## config.mk

```make
export PLATFORM = sky130hd
export DESIGN_NAME = icb_apb_bridge
export DESIGN_NICKNAME = d
export VERILOG_FILES = /design/src/rtl/icb_apb_bridge.sv
export SDC_FILE = /design/constraint.sdc
export NUM_CORES = 1
export LEC_CHECK = 0
export CORE_MARGIN = 3
export CORE_UTILIZATION = 37
export CTS_BUF_LIST = sky130_fd_sc_hd__clkbuf_4
export DETAILED_ROUTE_END_ITERATION = 7
export PLACE_DENSITY_LB_ADDON = 0.2
export REMOVE_ABC_BUFFERS = 1
export SYNTH_ARGS = -nofsm -noshare
export SYNTH_HDL_FRONTEND = slang
export SYNTH_SLANG_ARGS = --single-unit
```

## constraint.sdc

```tcl
create_clock -name CLK -period 2.65 [get_ports CLK]
set_input_delay 0.265 -clock CLK [delete_from_list [all_inputs] [get_ports CLK]]
set_output_delay 0.265 -clock CLK [all_outputs]
set_load 0.01 [all_outputs]
```

## src/rtl/icb_apb_bridge.sv

```systemverilog
// icb_apb_bridge: single-outstanding ICB-to-APB3 bridge.
// Handles PREADY wait states, suppresses null writes and ends hung transfers with a timeout error.
module icb_apb_bridge #(
    parameter int unsigned APB_ADDR_WIDTH = 12,
    parameter int unsigned TIMEOUT        = 256
) (
    input  logic                      CLK,
    input  logic                      RST,
    input  logic                      icb_cmd_valid,
    output logic                      icb_cmd_ready,
    input  logic [31:0]               icb_cmd_addr,
    input  logic                      icb_cmd_read,
    input  logic [31:0]               icb_cmd_wdata,
    input  logic [3:0]                icb_cmd_wmask,
    output logic                      icb_rsp_valid,
    input  logic                      icb_rsp_ready,
    output logic [31:0]               icb_rsp_rdata,
    output logic                      icb_rsp_err,
    output logic [APB_ADDR_WIDTH-1:0] PADDR,
    output logic [31:0]               PWDATA,
    output logic                      PWRITE,
    output logic                      PSEL,
    output logic                      PENABLE,
    input  logic [31:0]               PRDATA,
    input  logic                      PREADY,
    input  logic                      PSLVERR
);

    // Counter only needs to reach TIMEOUT-1.
    localparam int unsigned CNT_W = (TIMEOUT > 1) ? $clog2(TIMEOUT) : 1;

    typedef enum logic [1:0] {
        S_IDLE,
        S_SETUP,
        S_ACCESS,
        S_RESP
    } state_e;

    state_e                    state_q;
    logic [CNT_W-1:0]          cnt_q;
    logic [APB_ADDR_WIDTH-1:0] paddr_q;
    logic [31:0]               pwdata_q;
    logic                      pwrite_q;
    logic                      psel_q;
    logic                      penable_q;
    logic                      rsp_valid_q;
    logic [31:0]               rsp_rdata_q;
    logic                      rsp_err_q;

    logic cmd_fire_c;
    logic null_wr_c;
    logic timeout_c;
    logic unused_addr;

    assign icb_cmd_ready = (state_q == S_IDLE) & ~RST;
    assign cmd_fire_c    = icb_cmd_valid & icb_cmd_ready;
    assign null_wr_c     = ~icb_cmd_read & (icb_cmd_wmask == 4'h0);
    assign timeout_c     = (TIMEOUT != 0) && (cnt_q == CNT_W'(TIMEOUT - 1));

    // Upper address bits are decoded by the fabric; byte offset is dropped.
    assign unused_addr = ^{icb_cmd_addr[31:APB_ADDR_WIDTH], icb_cmd_addr[1:0]};

    assign PADDR         = paddr_q;
    assign PWDATA        = pwdata_q;
    assign PWRITE        = pwrite_q;
    assign PSEL          = psel_q;
    assign PENABLE       = penable_q;
    assign icb_rsp_valid = rsp_valid_q;
    assign icb_rsp_rdata = rsp_rdata_q;
    assign icb_rsp_err   = rsp_err_q;

    always_ff @(posedge CLK or posedge RST) begin
        if (RST) begin
            state_q     <= S_IDLE;
            cnt_q       <= '0;
            paddr_q     <= '0;
            pwdata_q    <= '0;
            pwrite_q    <= 1'b0;
            psel_q      <= 1'b0;
            penable_q   <= 1'b0;
            rsp_valid_q <= 1'b0;
            rsp_rdata_q <= '0;
            rsp_err_q   <= 1'b0;
        end else begin
            case (state_q)
                S_IDLE: begin
                    if (cmd_fire_c) begin
                        paddr_q  <= {icb_cmd_addr[APB_ADDR_WIDTH-1:2], 2'b00};
                        pwdata_q <= icb_cmd_wdata;
                        pwrite_q <= ~icb_cmd_read;
                        if (null_wr_c) begin
                            rsp_valid_q <= 1'b1;
                            rsp_err_q   <= 1'b0;
                            rsp_rdata_q <= '0;
                            state_q     <= S_RESP;
                        end else begin
                            psel_q  <= 1'b1;
                            state_q <= S_SETUP;
                        end
                    end
                end
                S_SETUP: begin
                    penable_q <= 1'b1;
                    cnt_q     <= '0;
                    state_q   <= S_ACCESS;
                end
                S_ACCESS: begin
                    if (PREADY) begin
                        rsp_rdata_q <= pwrite_q ? 32'h0 : PRDATA;
                        rsp_err_q   <= PSLVERR;
                        rsp_valid_q <= 1'b1;
                        psel_q      <= 1'b0;
                        penable_q   <= 1'b0;
                        state_q     <= S_RESP;
                    end else if (timeout_c) begin
                        rsp_rdata_q <= '0;
                        rsp_err_q   <= 1'b1;
                        rsp_valid_q <= 1'b1;
                        psel_q      <= 1'b0;
                        penable_q   <= 1'b0;
                        state_q     <= S_RESP;
                    end else begin
                        cnt_q <= cnt_q + CNT_W'(1);
                    end
                end
                S_RESP: begin
                    if (icb_rsp_ready) begin
                        rsp_valid_q <= 1'b0;
                        state_q     <= S_IDLE;
                    end
                end
                default: state_q <= S_IDLE;
            endcase
        end
    end

endmodule
```

* Word level (Yosys, flattened, before mapping)
Index checks and enable logic that the tools add are counted.
** Word-level totals
- Register bits after elaboration :: 89
- Input port bits :: 107
- Output and inout port bits :: 82
** Cells by class
- $add $sub $neg :: 1
- Equality and inequality tests :: 11
- Muxes and demuxes :: 31
- Bitwise logic cells :: 5
- Reduce and logical (&&, ||, !) cells :: 12
** Operator list (number)
- 2-to-1 mux 32 bit :: 5
- case mux 32 bit (2 select lines) :: 1
- 2-to-1 mux 8 bit :: 2
- case mux 8 bit (2 select lines) :: 1
- 2-to-1 mux 1 bit :: 12
- inequality test 2 bit (second input constant) :: 6
- 2-to-1 mux 2 bit :: 5
- adder 8 x 1 -> 8 bit (second input constant) :: 1
- == test 8 bit (second input constant) :: 1
- case mux 2 bit (4 select lines) :: 1
- AND reduction 4 bit :: 2
- case mux 1 bit (2 select lines) :: 3
- AND reduction 3 bit :: 2
- AND reduction 5 bit :: 1
- == test 2 bit (second input constant) :: 2
- zero test 4 bit :: 1
- AND reduction 2 bit :: 2
- nonzero test 2 bit :: 2
- AND 1 bit :: 3
- inequality test 3 bit (second input constant) :: 1
- case mux 1 bit (3 select lines) :: 1
- nonzero test 3 bit :: 1
- == test 2 x 1 -> 1 bit (second input constant) :: 1
- zero test 2 bit :: 1
- NOT 1 bit :: 2

* Longest topological paths before layout
- Depth in word-level cells :: 5
- Mapped depth :: 8

* Worst setup path after synthesis
No wires, ideal clock.
- Path kind :: reg-to-reg
- Start :: register cnt_q[0]
- End :: register cnt_q[7]
- Setup time :: 0.077 ns
- Data arrival time :: 1.812 ns
- Setup slack :: 0.761 ns
- Cell stages (with the launch flop) :: 7
- Buffers on the path :: 1
- Period minus slack after synthesis :: 1.889 ns
- Path through :: dfrtp_1 -> ha_1 -> and4_1 -> buf_6 -> a211o_1 -> or4_1 -> a21oi_1
** Between the ends
- Longest elaborated chain between the ends :: 4
- Elaborated cells on any way between the ends :: 7
- Classes of those cells :: 1 x add/sub; 2 x eq/ne; 3 x mux; 1 x reduce/logical
** Ends and longest elaborated chain
- from (decl) :: RTL line 40 : logic [CNT_W-1:0] cnt_q;
- from (signal assigned) :: RTL line 123 : cnt_q <= cnt_q + CNT_W'(1);
- adder 8 x 1 -> 8 bit :: RTL line 123
- 2-to-1 mux 8 bit :: RTL line 115 : end else if (timeout_c) begin
- 2-to-1 mux 8 bit :: RTL line 108 : if (PREADY) begin
- case mux 8 bit (2 select lines) :: RTL line 85 : case (state_q)
Several ways; a longest one is shown, not always the timed one. The select of a mux whose other input is x is not followed.
A chain may end at the register's enable or synchronous reset.

* Worst setup path after layout
- Start :: register state_q[0]
- End :: output port icb_cmd_ready
** Between the ends
- Longest elaborated chain between the ends :: 2
** Ends and longest elaborated chain
- from (decl) :: RTL line 39 : state_e state_q;
- from (signal assigned) :: RTL line 74 : state_q <= S_IDLE;
- from (signal assigned) :: RTL line 95 : state_q <= S_RESP;
- from (signal assigned) :: RTL line 98 : state_q <= S_SETUP;
- zero test 2 bit :: RTL line 55 : assign icb_cmd_ready = (state_q == S_IDLE) & ~RST;
- AND 1 bit :: RTL line 55
- to (decl) :: RTL line 10 : output logic icb_cmd_ready,
Every way passes these cells.

==> metrics <==
most frequent cells in the layout=164 x clkdlybuf4s50_1, 89 x dfrtp_1, 42 x mux2_2; # rows=35; # IOs=189; Mapped Cells=265; DIE WIDTH=104.7 um; final setup margin=345.3 ps; slew at the pin closest to its max-slew limit=626.4 ps; DR vias=2761; first-pass GRT wire length=14960 um; clock skew=21.93 ps; Cell Pwr Density=970.6 nW/um^2; number of enable flip-flop cells after synthesis=0; CP Capture Type=output pin; CTS sink cnt=89; Top FF cell, synth=dfrtp_1; mapped cell area=3606 um^2; compound-gate portion of the synthesized area=0.1332; Clock Tree Root=clkbuf_4; total die area=10970 um^2; maximum vdd ir drop=0.4993 mV; Yosys top cell area share=0.6176; CP startpoint kind=register; Synth Area per Inst=13.61 um^2; post-CTS setup buffer count=0; area share of fa/ha/maj cells after synthesis=0.02082; ANT cells=0; Clock transition at path regs=150 ps; DRC Markers=0; starting density of the core=0.3848; XOR/XNOR Fraction of Synth Area=0; CTS tree=yes; Slew Viols, Final=0; worst-skew pair later-pin latency=430 ps; multiplexer share of the synthesized area=0.1395; Critical Path RT=2380 ps; total CTS buffers=9; RSZ-0062 raised after global routing=no; ratio of cells with drive above 1 in the final layout=0.1560; Tcrit/Tclk final=0.8697; Die Y-Extent=104.7 um; Leak=2.374 nW; Yosys top cell by area=dfrtp_1; routed wire length=9173 um; Remaining Overflow, GRT=0; Pre-Repair DR Iteration Count=4; initial antenna violation count=0; routed vias/inst=4.887; core box area=9371 um^2; post-cts resize count=0; final layout net count=544; antenna-violating nets left=0; async set-reset flop share out of synthesis=1.000; final hold violations=0; CP max FO=5; sequential share of the synthesized area=0.6176; DP HPWL=6767 um; most common cell after layout, fill and taps aside=clkdlybuf4s50_1; Final setup viols=0; worst slack at placement=519.9 ps; hold buffer count at cts=0; Synth Area in Simple Gates=0.05448; wire per inst=16.24 um; synth top area cells=dfrtp_1 62%, mux2_2 13%, a22o_1 7.8%, ha_1 2.1%, buf_2 1.2%; Setup CP Type=reg2out; largest family of logic cells by synthesized area=multiplexers; min Tclk post-route=2305 ps; largest net degree at the start of global routing=57; H-tree levels=3; post-layout util=0.5904; Worst Path Arrival=2040 ps; Yosys reg bits=89; GPL Wtd Cong=0.8221; vias in the first global route=2956; GR Util All Layers=0.1706; Min-Delay Path Class=in2async; Max-slew headroom=0.5792; clk buf depth=2; DRT iter0 DRCs=51; Max Freq=0.4339 GHz; area grow syn2layout=53.44%; Max-Cap Viols=0; Yosys warning total=0; PortBufs=164; Synth cell types=38; status=complete, no violations
## flip-flops by register name (all words and copies together), names as in the netlist
signal and count:
PSEL 1, PADDR 10, PENABLE 1, state_q 2, PWDATA 32, icb_rsp_rdata 32
icb_rsp_err 1, cnt_q 8, icb_rsp_valid 1, PWRITE 1
## critical path: stages, from the launching register on
cell,delay (ps)
dfrtp_1,420
inv_1,130
ha_1,270
inv_1,120
nor2_1,110
clkdlybuf4s50_1,570
## power by group
| group | switching [W] | leakage, nW | total [W] | internal (W) |
|---|---|---|---|---|
| Sequential | 0.000275 | 1.12 | 0.00215 | 0.00188 |
| Clock | 0.000475 | 0.0597 | 0.000694 | 0.000219 |
| Combinational | 0.00101 | 1.20 | 0.00252 | 0.00151 |
## cell usage after synthesis, types with 4 or more instances
master / n
dfrtp_1: 89
nand3_1: 6
clkbuf_1: 4
mux2_2: 42
inv_1: 9
nor2_1: 6
buf_2: 9
ha_1: 6
o211ai_1: 4
nand2_1: 9
a21oi_1: 7
a22o_1: 32
o21ai_0: 5
## final cells by class
cell class	count	area, um^2
clock buffers	11	82.58
clock inverters	5	40.04
fillers	829	3839
inverters	9	35.03
multi-input cells	152	1275
flip-flops and latches	89	2227
well taps	129	161.4
repair buffers	170	1712
## cells by family after synthesis
family | count (synthesis)
AO/OA/AOI/OAI | 62
other | 1
flip-flops | 89
AND/OR/NAND/NOR | 37
multiplexers | 45
adder cells (fa/ha/maj) | 6
buffers and inverters | 25
## metrics by stage
stage / total power, W / hold slack (ps) / cells / instance area (um^2) / setup TNS, ps
floorplan: 0.003296 / 376.7 / 250 / 3523 / -21520
global placement: 0.004677 / 483.8 / 549 / 5410 / 0
detailed placement: 0.004738 / 485.2 / 549 / 5410 / 0
CTS: 0.005449 / 163.9 / 565 / 5533 / 0
global route: 0.005719 / 208.9 / 565 / 5533 / 0
finish: 0.005370 / 189.9 / 565 / 5533 / 0
## routing by layer
metal  vias to the layer above  track usage  wire (um)
met5                         -            0          0
met4                         0      0.06279        143
met3                        10      0.04756        558
met2                        73       0.2919       4758
met1                      1378       0.2049       3713
li1                       1300            -          -
## path summary, 6_finish.rpt
path | start | end | slack, ps | depth (start not counted)
min in group CLK | PRDATA[15] | icb_rsp_rdata[15] | 430 | 2
min reg2reg | PWDATA[2] | PWDATA[2] | 520 | 1
min | RST | PWDATA[4] | 190 | 2
max | state_q[0] | icb_cmd_ready | 350 | 5
max reg2reg | cnt_q[0] | cnt_q[7] | 490 | 5
max in group asynchronous | RST | icb_rsp_rdata[18] | 1840 | 3
No activity file was read; power rests on OpenSTA's default activity.
